$ cat src/rtl/mem_stage_pkg.sv
// Shared constants, funct3 encodings, FSM state and EX/MEM payload for the memory stage.
package mem_stage_pkg;

  localparam int unsigned XLEN   = 32;
  localparam int unsigned ADDR_W = 32;
  localparam int unsigned NSTRB  = XLEN / 8;

  // Load encodings
  localparam logic [2:0] F3_LB  = 3'b000;
  localparam logic [2:0] F3_LH  = 3'b001;
  localparam logic [2:0] F3_LW  = 3'b010;
  localparam logic [2:0] F3_LBU = 3'b100;
  localparam logic [2:0] F3_LHU = 3'b101;
  // Store encodings
  localparam logic [2:0] F3_SB  = 3'b000;
  localparam logic [2:0] F3_SH  = 3'b001;
  localparam logic [2:0] F3_SW  = 3'b010;

  typedef enum logic {
    S_IDLE = 1'b0,
    S_WAIT = 1'b1
  } state_t;

  // EX/MEM pipeline register contents; control bits are stored already gated by valid.
  typedef struct packed {
    logic            valid;
    logic [XLEN-1:0] alu_result;
    logic [XLEN-1:0] store_data;
    logic [4:0]      rd;
    logic            reg_write;
    logic            mem_read;
    logic            mem_write;
    logic [2:0]      funct3;
  } ex_mem_t;

endpackage

$ cat src/rtl/mem_stage_if.sv
// Execute-side inputs, data-memory bus, hazard and write-back signals of the memory stage.
interface mem_stage_if;
  import mem_stage_pkg::*;

  logic              ex_valid;
  logic [XLEN-1:0]   ex_alu_result;
  logic [XLEN-1:0]   ex_store_data;
  logic [4:0]        ex_rd;
  logic              ex_reg_write;
  logic              ex_mem_read;
  logic              ex_mem_write;
  logic [2:0]        ex_funct3;

  logic [XLEN-1:0]   ex_mem_alu_result;
  logic [4:0]        ex_mem_rd;
  logic              ex_mem_reg_write;

  logic              dmem_req;
  logic              dmem_we;
  logic [ADDR_W-1:0] dmem_addr;
  logic [XLEN-1:0]   dmem_wdata;
  logic [NSTRB-1:0]  dmem_wstrb;
  logic              dmem_ready;
  logic [XLEN-1:0]   dmem_rdata;

  logic              mem_stall;
  logic              mem_misalign;
  logic              wb_valid;
  logic [4:0]        wb_rd;
  logic              wb_reg_write;
  logic [XLEN-1:0]   write_data;

  // The memory stage itself: masters the data-memory bus and drives WB/forwarding.
  modport master (
    input  ex_valid, ex_alu_result, ex_store_data, ex_rd, ex_reg_write,
           ex_mem_read, ex_mem_write, ex_funct3, dmem_ready, dmem_rdata,
    output ex_mem_alu_result, ex_mem_rd, ex_mem_reg_write, dmem_req, dmem_we,
           dmem_addr, dmem_wdata, dmem_wstrb, mem_stall, mem_misalign,
           wb_valid, wb_rd, wb_reg_write, write_data
  );

  // Surroundings: execute stage, data memory, hazard unit and register file.
  modport slave (
    output ex_valid, ex_alu_result, ex_store_data, ex_rd, ex_reg_write,
           ex_mem_read, ex_mem_write, ex_funct3, dmem_ready, dmem_rdata,
    input  ex_mem_alu_result, ex_mem_rd, ex_mem_reg_write, dmem_req, dmem_we,
           dmem_addr, dmem_wdata, dmem_wstrb, mem_stall, mem_misalign,
           wb_valid, wb_rd, wb_reg_write, write_data
  );

endinterface

$ cat src/rtl/mem_stage_load_store_align.sv
// Combinational store lane steering, load extraction and misalignment detection.
module mem_stage_load_store_align
  import mem_stage_pkg::*;
(
  input  logic [2:0]       i_funct3,
  input  logic [1:0]       i_addr_lo,
  input  logic             i_mem_read,
  input  logic             i_mem_write,
  input  logic [XLEN-1:0]  i_store_data,
  input  logic [XLEN-1:0]  i_rdata,
  output logic [XLEN-1:0]  o_wdata,
  output logic [NSTRB-1:0] o_wstrb,
  output logic [XLEN-1:0]  o_load_data,
  output logic             o_misalign
);

  logic [XLEN-1:0] w_shifted;

  assign w_shifted = i_rdata >> {i_addr_lo, 3'b000};

  // Replicate store data across lanes and enable only the addressed bytes
  always_comb begin
    o_wdata = i_store_data;
    o_wstrb = '0;
    if (i_mem_write) begin
      case (i_funct3)
        F3_SB: begin
          o_wdata = {4{i_store_data[7:0]}};
          o_wstrb = NSTRB'(1) << i_addr_lo;
        end
        F3_SH: begin
          o_wdata = {2{i_store_data[15:0]}};
          o_wstrb = NSTRB'(3) << {i_addr_lo[1], 1'b0};
        end
        F3_SW:   o_wstrb = '1;
        default: o_wstrb = '0;
      endcase
    end
  end

  // Pick the addressed byte/half from the read word and extend it
  always_comb begin
    case (i_funct3)
      F3_LB:   o_load_data = {{(XLEN-8){w_shifted[7]}}, w_shifted[7:0]};
      F3_LBU:  o_load_data = XLEN'(w_shifted[7:0]);
      F3_LH:   o_load_data = {{(XLEN-16){w_shifted[15]}}, w_shifted[15:0]};
      F3_LHU:  o_load_data = XLEN'(w_shifted[15:0]);
      F3_LW:   o_load_data = w_shifted;
      default: o_load_data = w_shifted;
    endcase
  end

  // Halfwords need an even address, words a multiple of four
  always_comb begin
    o_misalign = 1'b0;
    if (i_mem_write) begin
      if (i_funct3 == F3_SH)      o_misalign = i_addr_lo[0];
      else if (i_funct3 == F3_SW) o_misalign = |i_addr_lo;
    end else if (i_mem_read) begin
      if (i_funct3 == F3_LH || i_funct3 == F3_LHU) o_misalign = i_addr_lo[0];
      else if (i_funct3 == F3_LW)                  o_misalign = |i_addr_lo;
    end
  end

endmodule

$ cat src/rtl/mem_stage.sv
// Memory-access stage: EX/MEM register, data-memory handshake, MEM/WB register.
module mem_stage (
  input  logic        clk,
  input  logic        rst,
  mem_stage_if.master bus
);
  import mem_stage_pkg::*;

  ex_mem_t          w_ex_in;
  ex_mem_t          r_ex_mem;
  state_t           r_state;
  state_t           w_state_nxt;
  logic             w_access;
  logic             w_misalign_raw;
  logic             w_misalign;
  logic             w_m_mem;
  logic             w_req;
  logic             w_stall;
  logic [XLEN-1:0]  w_wdata;
  logic [XLEN-1:0]  w_load_data;
  logic [NSTRB-1:0] w_wstrb;
  logic             r_wb_valid;
  logic             r_wb_reg_write;
  logic [4:0]       r_wb_rd;
  logic [XLEN-1:0]  r_write_data;

  // Incoming instruction; an invalid slot becomes a bubble with all control cleared
  always_comb begin
    w_ex_in            = '0;
    w_ex_in.valid      = bus.ex_valid;
    w_ex_in.alu_result = bus.ex_alu_result;
    w_ex_in.store_data = bus.ex_store_data;
    w_ex_in.rd         = bus.ex_rd;
    w_ex_in.funct3     = bus.ex_funct3;
    w_ex_in.reg_write  = bus.ex_valid & bus.ex_reg_write;
    w_ex_in.mem_read   = bus.ex_valid & bus.ex_mem_read;
    w_ex_in.mem_write  = bus.ex_valid & bus.ex_mem_write;
  end

  // EX/MEM register, frozen while an access is outstanding
  always_ff @(posedge clk or posedge rst) begin
    if (rst)           r_ex_mem <= '0;
    else if (!w_stall) r_ex_mem <= w_ex_in;
  end

  mem_stage_load_store_align u_align (
    .i_funct3     (r_ex_mem.funct3),
    .i_addr_lo    (r_ex_mem.alu_result[1:0]),
    .i_mem_read   (r_ex_mem.mem_read),
    .i_mem_write  (r_ex_mem.mem_write),
    .i_store_data (r_ex_mem.store_data),
    .i_rdata      (bus.dmem_rdata),
    .o_wdata      (w_wdata),
    .o_wstrb      (w_wstrb),
    .o_load_data  (w_load_data),
    .o_misalign   (w_misalign_raw)
  );

  assign w_access   = r_ex_mem.valid & (r_ex_mem.mem_read | r_ex_mem.mem_write);
  assign w_misalign = w_access & w_misalign_raw;
  assign w_m_mem    = w_access & ~w_misalign_raw;

  // Handshake state register
  always_ff @(posedge clk or posedge rst) begin
    if (rst) r_state <= S_IDLE;
    else     r_state <= w_state_nxt;
  end

  // Enter WAIT when the memory does not accept in the request cycle
  always_comb begin
    w_state_nxt = r_state;
    case (r_state)
      S_IDLE:  if (w_m_mem && !bus.dmem_ready) w_state_nxt = S_WAIT;
      S_WAIT:  if (bus.dmem_ready)             w_state_nxt = S_IDLE;
      default: w_state_nxt = S_IDLE;
    endcase
  end

  // Request and stall; the request is held through WAIT until ready
  always_comb begin
    w_req   = 1'b0;
    w_stall = 1'b0;
    case (r_state)
      S_IDLE: begin
        w_req   = w_m_mem;
        w_stall = w_m_mem & ~bus.dmem_ready;
      end
      S_WAIT: begin
        w_req   = 1'b1;
        w_stall = ~bus.dmem_ready;
      end
      default: begin
        w_req   = 1'b0;
        w_stall = 1'b0;
      end
    endcase
  end

  // MEM/WB register; stalled cycles write a bubble and keep the last result
  always_ff @(posedge clk or posedge rst) begin
    if (rst) begin
      r_wb_valid     <= 1'b0;
      r_wb_reg_write <= 1'b0;
      r_wb_rd        <= '0;
      r_write_data   <= '0;
    end else if (w_stall) begin
      r_wb_valid     <= 1'b0;
      r_wb_reg_write <= 1'b0;
    end else begin
      r_wb_valid     <= r_ex_mem.valid;
      r_wb_rd        <= r_ex_mem.rd;
      r_wb_reg_write <= r_ex_mem.reg_write & ~w_misalign & (r_ex_mem.rd != 5'd0);
      if (r_ex_mem.valid)
        r_write_data <= (r_ex_mem.mem_read && !w_misalign) ? w_load_data
                                                            : r_ex_mem.alu_result;
    end
  end

  assign bus.ex_mem_alu_result = r_ex_mem.alu_result;
  assign bus.ex_mem_rd         = r_ex_mem.rd;
  assign bus.ex_mem_reg_write  = r_ex_mem.reg_write;
  assign bus.dmem_req          = w_req;
  assign bus.dmem_we           = w_req & r_ex_mem.mem_write;
  assign bus.dmem_addr         = {r_ex_mem.alu_result[ADDR_W-1:2], 2'b00};
  assign bus.dmem_wdata        = w_wdata;
  assign bus.dmem_wstrb        = w_req ? w_wstrb : '0;
  assign bus.mem_stall         = w_stall;
  assign bus.mem_misalign      = w_misalign;
  assign bus.wb_valid          = r_wb_valid;
  assign bus.wb_rd             = r_wb_rd;
  assign bus.wb_reg_write      = r_wb_reg_write;
  assign bus.write_data        = r_write_data;

endmodule

$ cat src/flat_wrapper.sv
// flat-port wrapper written by rule: the top's interface ports become plain ports
module mem_stage_flat import mem_stage_pkg::*;
  (clk, rst, bus_ex_valid, bus_ex_alu_result, bus_ex_store_data, bus_ex_rd, bus_ex_reg_write, bus_ex_mem_read, bus_ex_mem_write, bus_ex_funct3, bus_dmem_ready, bus_dmem_rdata, bus_ex_mem_alu_result, bus_ex_mem_rd, bus_ex_mem_reg_write, bus_dmem_req, bus_dmem_we, bus_dmem_addr, bus_dmem_wdata, bus_dmem_wstrb, bus_mem_stall, bus_mem_misalign, bus_wb_valid, bus_wb_rd, bus_wb_reg_write, bus_write_data);
  mem_stage_if bus_i ();
  input  logic clk;
  input  logic rst;
  input wire logic [$bits(bus_i.ex_valid)-1:0] bus_ex_valid;
  input wire logic [$bits(bus_i.ex_alu_result)-1:0] bus_ex_alu_result;
  input wire logic [$bits(bus_i.ex_store_data)-1:0] bus_ex_store_data;
  input wire logic [$bits(bus_i.ex_rd)-1:0] bus_ex_rd;
  input wire logic [$bits(bus_i.ex_reg_write)-1:0] bus_ex_reg_write;
  input wire logic [$bits(bus_i.ex_mem_read)-1:0] bus_ex_mem_read;
  input wire logic [$bits(bus_i.ex_mem_write)-1:0] bus_ex_mem_write;
  input wire logic [$bits(bus_i.ex_funct3)-1:0] bus_ex_funct3;
  input wire logic [$bits(bus_i.dmem_ready)-1:0] bus_dmem_ready;
  input wire logic [$bits(bus_i.dmem_rdata)-1:0] bus_dmem_rdata;
  output wire logic [$bits(bus_i.ex_mem_alu_result)-1:0] bus_ex_mem_alu_result;
  output wire logic [$bits(bus_i.ex_mem_rd)-1:0] bus_ex_mem_rd;
  output wire logic [$bits(bus_i.ex_mem_reg_write)-1:0] bus_ex_mem_reg_write;
  output wire logic [$bits(bus_i.dmem_req)-1:0] bus_dmem_req;
  output wire logic [$bits(bus_i.dmem_we)-1:0] bus_dmem_we;
  output wire logic [$bits(bus_i.dmem_addr)-1:0] bus_dmem_addr;
  output wire logic [$bits(bus_i.dmem_wdata)-1:0] bus_dmem_wdata;
  output wire logic [$bits(bus_i.dmem_wstrb)-1:0] bus_dmem_wstrb;
  output wire logic [$bits(bus_i.mem_stall)-1:0] bus_mem_stall;
  output wire logic [$bits(bus_i.mem_misalign)-1:0] bus_mem_misalign;
  output wire logic [$bits(bus_i.wb_valid)-1:0] bus_wb_valid;
  output wire logic [$bits(bus_i.wb_rd)-1:0] bus_wb_rd;
  output wire logic [$bits(bus_i.wb_reg_write)-1:0] bus_wb_reg_write;
  output wire logic [$bits(bus_i.write_data)-1:0] bus_write_data;
  assign bus_i.ex_valid = bus_ex_valid;
  assign bus_i.ex_alu_result = bus_ex_alu_result;
  assign bus_i.ex_store_data = bus_ex_store_data;
  assign bus_i.ex_rd = bus_ex_rd;
  assign bus_i.ex_reg_write = bus_ex_reg_write;
  assign bus_i.ex_mem_read = bus_ex_mem_read;
  assign bus_i.ex_mem_write = bus_ex_mem_write;
  assign bus_i.ex_funct3 = bus_ex_funct3;
  assign bus_i.dmem_ready = bus_dmem_ready;
  assign bus_i.dmem_rdata = bus_dmem_rdata;
  assign bus_ex_mem_alu_result = bus_i.ex_mem_alu_result;
  assign bus_ex_mem_rd = bus_i.ex_mem_rd;
  assign bus_ex_mem_reg_write = bus_i.ex_mem_reg_write;
  assign bus_dmem_req = bus_i.dmem_req;
  assign bus_dmem_we = bus_i.dmem_we;
  assign bus_dmem_addr = bus_i.dmem_addr;
  assign bus_dmem_wdata = bus_i.dmem_wdata;
  assign bus_dmem_wstrb = bus_i.dmem_wstrb;
  assign bus_mem_stall = bus_i.mem_stall;
  assign bus_mem_misalign = bus_i.mem_misalign;
  assign bus_wb_valid = bus_i.wb_valid;
  assign bus_wb_rd = bus_i.wb_rd;
  assign bus_wb_reg_write = bus_i.wb_reg_write;
  assign bus_write_data = bus_i.write_data;
  mem_stage u_core (.clk(clk), .rst(rst), .bus(bus_i));
endmodule
$ cat config.mk
export PLATFORM = sky130hd
export DESIGN_NAME = mem_stage_flat
export DESIGN_NICKNAME = d
export VERILOG_FILES = /design/src/rtl/mem_stage_pkg.sv /design/src/rtl/mem_stage_if.sv /design/src/rtl/mem_stage_load_store_align.sv /design/src/rtl/mem_stage.sv /design/src/flat_wrapper.sv
export SDC_FILE = /design/constraint.sdc
export NUM_CORES = 1
export LEC_CHECK = 0
export BUFFER_PORTS_ARGS = -buffer_cell sky130_fd_sc_hd__buf_2
export CAP_MARGIN = 0
export CORE_ASPECT_RATIO = 0.7
export CORE_MARGIN = 5
export CORE_UTILIZATION = 25
export DETAILED_ROUTE_END_ITERATION = 10
export SYNTH_ARGS = -nofsm -noshare
export SYNTH_HDL_FRONTEND = slang
export SYNTH_SLANG_ARGS = --single-unit
$ cat constraint.sdc
create_clock -name clk -period 5.2 [get_ports clk]
set_input_delay 0.78 -clock clk [delete_from_list [all_inputs] [get_ports clk]]
set_output_delay 0.78 -clock clk [all_outputs]
set_load 0.01 [all_outputs]
---- Word level (Yosys, flattened, before mapping) ----
Index checks and enable logic that the tools add are counted.
word-level totals
  register bits ........................... 116
  bits of input ports ..................... 111
  output and inout bits ................... 149
  logic and storage cells ................. 64
cells by class
  equality and inequality tests ........... 4
  shifts and indexed selects .............. 3
  muxes and demuxes ....................... 19
  bitwise operators ....................... 16
  reduce and logical (&&, ||, !) cells .... 9
operators by type and width
  cell                 count
  $pmux 32 s4          1
  $mux 32              2
  $pmux 32 s2          1
  $shr 32x5->32        1
  $pmux 4 s3           1
  $and 1x1->1          10
  $mux 1               9
  $mux 4               2
  $eq 3x3->1 const B   2
  $pmux 1 s2           3
  $not 1->1            5
  $reduce_bool 5->1    1
  $shl 1x2->4 const A  1
  $shl 2x2->4 const A  1
  $eq 3x1->1 const B   1
  $eq 3x2->1 const B   1
  $logic_not 3->1      1
  $logic_and 1x1->1    2
  $logic_not 1->1      2
  $reduce_and 2->1     1
  $reduce_or 2->1      1
  $logic_or 1x1->1     1
  $or 1x1->1           1

---- Depth between registers and ports, before layout ----
Gate-level depths: netlist of the first run.
  depth after elaboration ................. 11
  mapped depth ............................ 9
  gate-level depth less buffers ........... 6

---- By module ----
From an unflattened synthesis of the first run, not the netlist that was laid out.
second synthesis, totals
  cells, all modules ...................... 731
  area, all modules ....................... 7060.5 um^2
modules (own cells, without submodules)
  module                      instances  cells an instance  area an instance (um^2)  sequential area each (um^2)
  mem_stage                   1          556                5811.8                   2902.8
  mem_stage_load_store_align  1          175                1248.7                   0.0

---- Worst setup path before layout of the first run ----
No wires, ideal clock.
  path kind ............................... flip-flop to output port
  start point ............................. reg u_core.r_ex_mem[1] in the netlist's numbering
  end point ............................... out bus_dmem_wstrb[0]
  arrival time ............................ 1.707 ns
  required time ........................... 4.420 ns
  slack ................................... 2.713 ns
  stages on the path, launching flop included .. 7
  buffers on the path ..................... 1
  path through ............................ dfrtp_1 -> buf_2 -> xor2_1 -> a211oi_1 -> a21oi_1 -> a2111o_1 -> a21oi_1
between the ends
  word-level cells in the longest chain between the ends .. 9
  elaborated cells between the ends (all ways) .. 16
  those cells by class .................... eq/ne: 3; mux: 9; bitwise: 2; reduce/logical: 2
ends and longest elaborated chain
  element                                     line                                                                                                  source
  start, declared                             mem_stage.sv:10                                                                                       ex_mem_t r_ex_mem;
  start signal, assigned                      mem_stage.sv:43                                                                                       else if (!w_stall) r_ex_mem <= w_ex_in;
  $eq 3x2->1, or another cell as far along    mem_stage_load_store_align.sv:26, mem_stage_load_store_align.sv:58, mem_stage_load_store_align.sv:61
  $mux 1 or $logic_or 1x1->1 (tied branches)  mem_stage_load_store_align.sv:58, mem_stage_load_store_align.sv:61, mem_stage_load_store_align.sv:60
  $mux 1                                      mem_stage_load_store_align.sv:60                                                                      if (i_funct3 == F3_LH || i_funct3 == F3_LHU) o_misalign = i_addr_lo[0];
  $mux 1                                      mem_stage_load_store_align.sv:59                                                                      end else if (i_mem_read) begin
  $mux 1                                      mem_stage_load_store_align.sv:56                                                                      if (i_mem_write) begin
  $not 1->1                                   mem_stage.sv:61                                                                                       assign w_m_mem = w_access & ~w_misalign_raw;
  $and 1x1->1                                 mem_stage.sv:61
  $pmux 1 s2                                  mem_stage.sv:83                                                                                       case (r_state)
  $mux 4 (*)                                  mem_stage.sv:126                                                                                      assign bus.dmem_wstrb = w_req ? w_wstrb : '0;
  end, declared                               flat_wrapper.sv:24                                                                                    output wire logic [$bits(bus_i.dmem_wstrb)-1:0] bus_dmem_wstrb;
Every way passes the cells marked *; elsewhere a longest branch is shown, timed or not.

---- Worst setup path after layout of the first run ----
  start point ............................. reg u_core.r_ex_mem[1] in the netlist's numbering
  end point ............................... out bus_mem_stall
between the ends
  word-level cells in the longest chain between the ends .. 9
  elaborated cells between the ends (all ways) .. 13
  those cells by class .................... eq/ne: 3; mux: 6; bitwise: 3; reduce/logical: 1
ends and longest elaborated chain
  element                                     line                                                                                                  source
  $eq 3x2->1, or another cell as far along    mem_stage_load_store_align.sv:58, mem_stage_load_store_align.sv:61
  $mux 1 or $logic_or 1x1->1 (tied branches)  mem_stage_load_store_align.sv:58, mem_stage_load_store_align.sv:61, mem_stage_load_store_align.sv:60
  $mux 1                                      mem_stage_load_store_align.sv:60
  $mux 1                                      mem_stage_load_store_align.sv:59
  $mux 1 (*)                                  mem_stage_load_store_align.sv:56
  $not 1->1 (*)                               mem_stage.sv:61
  $and 1x1->1 (*)                             mem_stage.sv:61
  $and 1x1->1 (*)                             mem_stage.sv:86                                                                                       w_stall = w_m_mem & ~bus.dmem_ready;
  $pmux 1 s2 (*)                              mem_stage.sv:83
  end, declared                               flat_wrapper.sv:25                                                                                    output wire logic [$bits(bus_i.mem_stall)-1:0] bus_mem_stall;
Marks and branches as above.

==> results.json, run 1 <==
{
  "status": "complete, no violations",
  "route.detailed.drc": 0,
  "clock.fmax_mhz": 284.1,
  "cts_inserted_buffers": 17,
  "grt_antenna_before_repair": 5,
  "critical_path_required_ps": 4420,
  "netlist-cell-type-count": 39,
  "synth_edf_count": 0,
  "finalInstanceArea_um2": 7938,
  "detailroute.via_count": 4929,
  "drive_gt1_share_pct": 52.59,
  "total_net_switching_power_uw": 1131,
  "first_global_vias": 4942,
  "clock_pin_slew_of_the_registers_on_the_worst_case_setup_and_hold_paths_ps": 60,
  "cts_sinks": 116,
  "hold_fix_buffers_at_cts": 0,
  "number_of_flip_flops_and_latches_in_the_synthesized_netlist": 116,
  "cts-htree-levels": 4,
  "max-vdd-ir-drop_v": 0.0002339,
  "tightestPinTransition_ps": 993.0,
  "cts_root_buf": "clkbuf_16",
  "grt_pass1_wl_um": 29880,
  "ctsLongestPathBuffers": 2,
  "gate_power_share_pct": 27.2,
  "synthToLayoutAreaGrowth_pct": 26.17,
  "drv.max_cap_violation_count": 0,
  "synth_top_flop_cell": "dfrtp_1",
  "tritoncts": "yes",
  "fp.dieH_um": 142.7,
  "ys_async_sr_fraction_pct": 100.0,
  "finalSetupViolCount": 0,
  "layout.nets": 870,
  "drtPass1Iterations": 4,
  "netSwitchingFraction_pct": 32.41,
  "global_route.usage.total_pct": 14.02,
  "share_clk_of_total_power_pct": 37.6,
  "critical_path_class": "reg -> out",
  "synth.yosys.warnings": 0,
  "route.final.wire_length_um": 20280,
  "worst_hold_path_type": "in -> async",
  "port-buffer-count": 257,
  "post_cts_buffers": 0,
  "initial_util_pct": 25.42,
  "register_area_share_after_synthesis_pct": 46.14,
  "placementRows": 48,
  "worst_skew_pair.late_latency_ps": 420,
  "synth.avg_cell_area_um2": 10.72,
  "antenna_left": 0,
  "cp-start-kind": "flop",
  "finalClockSkew_ps": 9.367,
  "finish.utilization_pct": 32.08,
  "num_antenna_cells": 0,
  "placed_instance_area_um2": 7289,
  "detail_route.wl_per_cell_um": 18.49,
  "viasPerCell": 4.493,
  "grt_remaining_overflow": 0,
  "slew_violations": 0,
  "worst_slew_slack_as_a_fraction_of_its_limit_pct": 33.40,
  "netlist_area_um2": 6291,
  "rsz0062_at_grt": "no",
  "final_cells": 1097,
  "power_frac_seq_pct": 35.2,
  "hold_viol_final": 0,
  "internal-power_uw": 2359,
  "total_leakage_power_uw": 0.003675,
  "boundaryPins": 260,
  "dp_hpwl_um": 15140,
  "cp_endpoint_kind": "primary output",
  "die_area_um2": 28490,
  "core-area_um2": 24740,
  "initialDrtViolationCount": 242,
  "fin_crit_sh_pct": 67.69,
  "place.detailed.instances": 1065,
  "gp_routability_congestion": 0.7964,
  "setup_tns_ps": 0,
  "worst-endpoint-arrival_ps": 2740,
  "hold-worst-slack_ps": 442.6,
  "post_cts_resized": 0,
  "powerDensity_nw_per_um2": 439.7,
  "post_synthesis_cell_count": 587,
  "grt_max_degree": 63,
  "min_period_ps": 3520,
  "die_x_extent_um": 199.6,
  "timing.critical_path.fanout_max": 24
}
[power by group through the flow]
| stage | clock network, uW | logic (uW) | registers (uW) |
|---|---|---|---|
| final | 1310 | 950 | 1230 |
| after global routing | 1390 | 1050 | 1260 |
| after CTS | 1350 | 971 | 1230 |
| after detailed placement | 0 | 968 | 1250 |
| after global placement | 0 | 961 | 1240 |
| after floorplan | 0 | 629 | 1260 |
[Yosys cell counts (11+ instances only)]
cell type  count  area, um^2
a211oi_1      15       112.6
a21oi_1       21       105.1
buf_2         12       60.06
buf_4         78       585.6
clkbuf_1      12       45.04
dfrtp_1      116        2903
mux2_2        99        1115
mux2i_1       18       180.2
nand2_1       44       165.2
nor2_1        35       131.4
nor3_1        11       55.05
o21ai_0       42       210.2
o21ai_1       11       55.05
[through the flow]
step / total power, uW / setup WS, ps
global route: 3699 / 1437
CTS: 3548 / 1625
global placement: 2200 / 2139
finish: 3490 / 1680
floorplan: 1886 / 1348
detailed placement: 2213 / 2100
[routing by layer]
metal	vias up	GRT usage [%]	routed length, um
met2	174	21.02	9158
li1	2333	-	-
met4	10	4.037	235
met1	2384	18.89	9229
met3	28	5.425	1595
met5	-	0	62
[critical path, stage by stage (launching register included)]
cell	delay (ps)
dfrtp_1	510
xor2_1	230
a211oi_1	410
a21oi_1	250
nor2_4	640
buf_2	260
[placed cells by master, fill, tap and decap left out, drive strengths merged, types with 15 or more instances in the layout]
| cell type | count |
|---|---|
| a21oi | 22 |
| mux2i | 18 |
| clkbuf | 19 |
| o21ai | 53 |
| mux2 | 99 |
| dfrtp | 116 |
| nand2 | 44 |
| nor2 | 35 |
| a211oi | 15 |
| buf | 264 |
[logic make-up (layout without fill, tap and decap cells)]
group | count (synthesis) | after routing | synth area share, %
AO/OA/AOI/OAI | 120 | 120 | 11.79
XOR/XNOR | 1 | 1 | 0.1392
buffers and inverters | 121 | 305 | 13.07
flip-flops | 116 | 116 | 46.14
multiplexers | 118 | 118 | 20.94
other | 1 | 2 | 0.05961
AND/OR/NAND/NOR | 110 | 110 | 7.856
[final timing paths]
path	start	to	slack [ps]	cells past startpoint
max in group asynchronous	rst	u_core.bus.write_data[5]	3560	3
max	u_core.r_ex_mem[1]	bus_mem_stall	1680	5
max reg2reg	u_core.r_ex_mem[1]	u_core.bus.ex_mem_alu_result[7]	2200	6
min in group clk	u_core.bus.write_data[29]	u_core.bus.write_data[29]	470	2
min reg2reg	u_core.bus.write_data[29]	u_core.bus.write_data[29]	470	2
min	rst	u_core.bus.ex_mem_alu_result[11]	440	2
[area by class of cell]
class	instances	area, um^2
clock buffers	19	442.9
fillers	2607	16810
repair buffers	264	1351
well taps	325	406.6
flip-flops and latches	116	2903
inverters	9	38.79
clock inverters	13	205.2
multi-input cells	351	2590
[sequential cells by signal, indices dropped and copies added (netlist names)]
name and count:
u_core.bus.wb_rd 5, u_core.bus.ex_mem_alu_result 32, u_core.bus.wb_reg_write 1, u_core.bus.write_data 32, u_core.bus.ex_mem_reg_write 1, u_core.bus.wb_valid 1
u_core.r_state 1, u_core.bus.ex_mem_rd 5, u_core.r_ex_mem 38
Note: power is estimated with default switching activity, not from simulation.
==> run 2, diff against run 1 <==
- clock period: 5.2 -> 3.64 ns (I/O delays scaled with it)
==> results.json, run 2 (synthesized netlist as in run 1, its figures left out) <==
{
  "post_cts_resized": 0,
  "hold-worst-slack_ps": 254.1,
  "cp-start-kind": "flop",
  "largest_register_ffs": 38,
  "dp_hpwl_um": 15390,
  "worst_r2r_path_depth": 6,
  "hold_viol_final": 0,
  "initialDrtViolationCount": 204,
  "clock.fmax_mhz": 321.9,
  "layout.nets": 874,
  "layout.cells.most_common_list": "buf_2 (257), dfrtp_1 (116), mux2_2 (99), nand2_1 (44), o21ai_0 (41)",
  "post_cts_buffers": 0,
  "drtPass1Iterations": 4,
  "fp.dieH_um": 142.7,
  "slew_violations": 0,
  "cp_endpoint_kind": "primary output",
  "setup_tns_ps": 0,
  "status": "complete, no violations",
  "total_leakage_power_uw": 0.003711,
  "num_antenna_cells": 0,
  "finalClockSkew_ps": 9.943,
  "min_period_ps": 3106,
  "registers.top_by_ff_count": "u_core.r_ex_mem",
  "layout_commonest_cell": "buf_2",
  "cts-htree-levels": 4,
  "drive_gt1_share_pct": 52.84,
  "critPathTopFamily": "compound AO/OA/AOI/OAI gates",
  "fin_crit_sh_pct": 85.34,
  "powerDensity_nw_per_um2": 632.7,
  "finish.utilization_pct": 32.38,
  "core-area_um2": 24740,
  "boundaryPins": 260,
  "initial_util_pct": 25.42,
  "hold_fix_buffers_at_cts": 0,
  "synthToLayoutAreaGrowth_pct": 27.35,
  "die_area_um2": 28490,
  "crit_path_frequent_cell": "a21oi_1",
  "port-buffer-count": 257,
  "gp_routability_congestion": 0.8060,
  "route.detailed.drc": 0,
  "finalSetupViolCount": 0,
  "regToRegStartpoint": "u_core.r_ex_mem[1]",
  "max-vdd-ir-drop_v": 0.0003285,
  "ctsLongestPathBuffers": 2,
  "grt_max_degree": 74,
  "grt_pass1_wl_um": 29670,
  "regToRegSetupSlack_ps": 1000,
  "placementRows": 48,
  "timing.critical_path.fanout_max": 12,
  "tightestPinTransition_ps": 987.5,
  "grt_remaining_overflow": 0,
  "critical_path_class": "reg -> out",
  "tritoncts": "yes",
  "viasPerCell": 4.467,
  "grt_antenna_before_repair": 4,
  "timing.rr.end": "u_core.bus.ex_mem_alu_result[5]",
  "antenna_left": 0,
  "final_cells": 1101,
  "cts_sinks": 116,
  "crit_slowest_cell": "dfrtp_1",
  "worst_slew_slack_as_a_fraction_of_its_limit_pct": 34.17,
  "detail_route.wl_per_cell_um": 18.42,
  "cts_root_buf": "clkbuf_16",
  "critical_path_required_ps": 3090,
  "rsz0062_at_grt": "no",
  "cell_chain_critical_path": "xor2_1 > a211oi_1 > a21oi_1 > a2111o_1 > a21oi_1 > buf_2",
  "worst-endpoint-arrival_ps": 2560,
  "cts_inserted_buffers": 17,
  "place.detailed.instances": 1069,
  "detailroute.via_count": 4918,
  "clock_pin_slew_of_the_registers_on_the_worst_case_setup_and_hold_paths_ps": 60,
  "worst_hold_path_type": "in -> async",
  "route.final.wire_length_um": 20280,
  "drv.max_cap_violation_count": 0,
  "worst_skew_pair.late_latency_ps": 420,
  "die_x_extent_um": 199.6,
  "critical_path.n_buffers_inverters": 1,
  "max_stage_delay_ps": 520,
  "global_route.usage.total_pct": 13.97,
  "first_global_vias": 4924
}
run 2: cell types whose count changed in the layout (fill, tap and decap cells not counted), sizes merged:
| cell | change |
|---|---|
| inv | -1 |
| clkinvlp | +1 |
| clkinv | -5 |
| clkbuf | +5 |
| buf | +4 |
run 2: through the flow:
stage               area (um^2)  setup WS [ps]  power (uW)
floorplan                  6295          21.59        2694
detailed placement         7332          924.0        3174
finish                     8011          533.7        5069
global placement           7332          963.1        3157
global route               8011          335.2        5351
CTS                        8011          451.8        5148
run 2: worst max-delay path by stage:
| stage | start | end | slack, ps | cells after the start |
|---|---|---|---|---|
| detailed placement | u_core.r_ex_mem[1] | bus_dmem_wdata[9] | 920 | 4 |
| global placement | u_core.r_ex_mem[1] | bus_dmem_wdata[8] | 960 | 4 |
| CTS | u_core.r_ex_mem[1] | bus_dmem_wdata[9] | 450 | 4 |
| floorplan | rst | u_core.bus.ex_mem_alu_result[0] | 20 | 1 |
| finish | u_core.r_ex_mem[1] | bus_dmem_wstrb[1] | 530 | 6 |
| global route | u_core.r_ex_mem[1] | bus_dmem_wstrb[3] | 340 | 6 |
run 2: cell type report:
class,count,area [um^2]
fill,2551,16730
sequential,116,2903
multi-input combinational,351,2590
timing repair buffer,268,1394
clock buffer,24,511.7
tap,325,406.6
clock inverter,8,167.7
inverter,9,38.79
run 2: layer usage:
layer | routed length [um] | GRT usage (%)
met1 | 9176 | 19.11
met2 | 9131 | 21.10
met3 | 1624 | 4.410
met4 | 299 | 4.502
met5 | 47 | 0
run 2: power breakdown:
part	internal [uW]	switching, uW	total (uW)
combinational	589	767	1360
sequential	1560	212	1770
clock	1320	623	1950
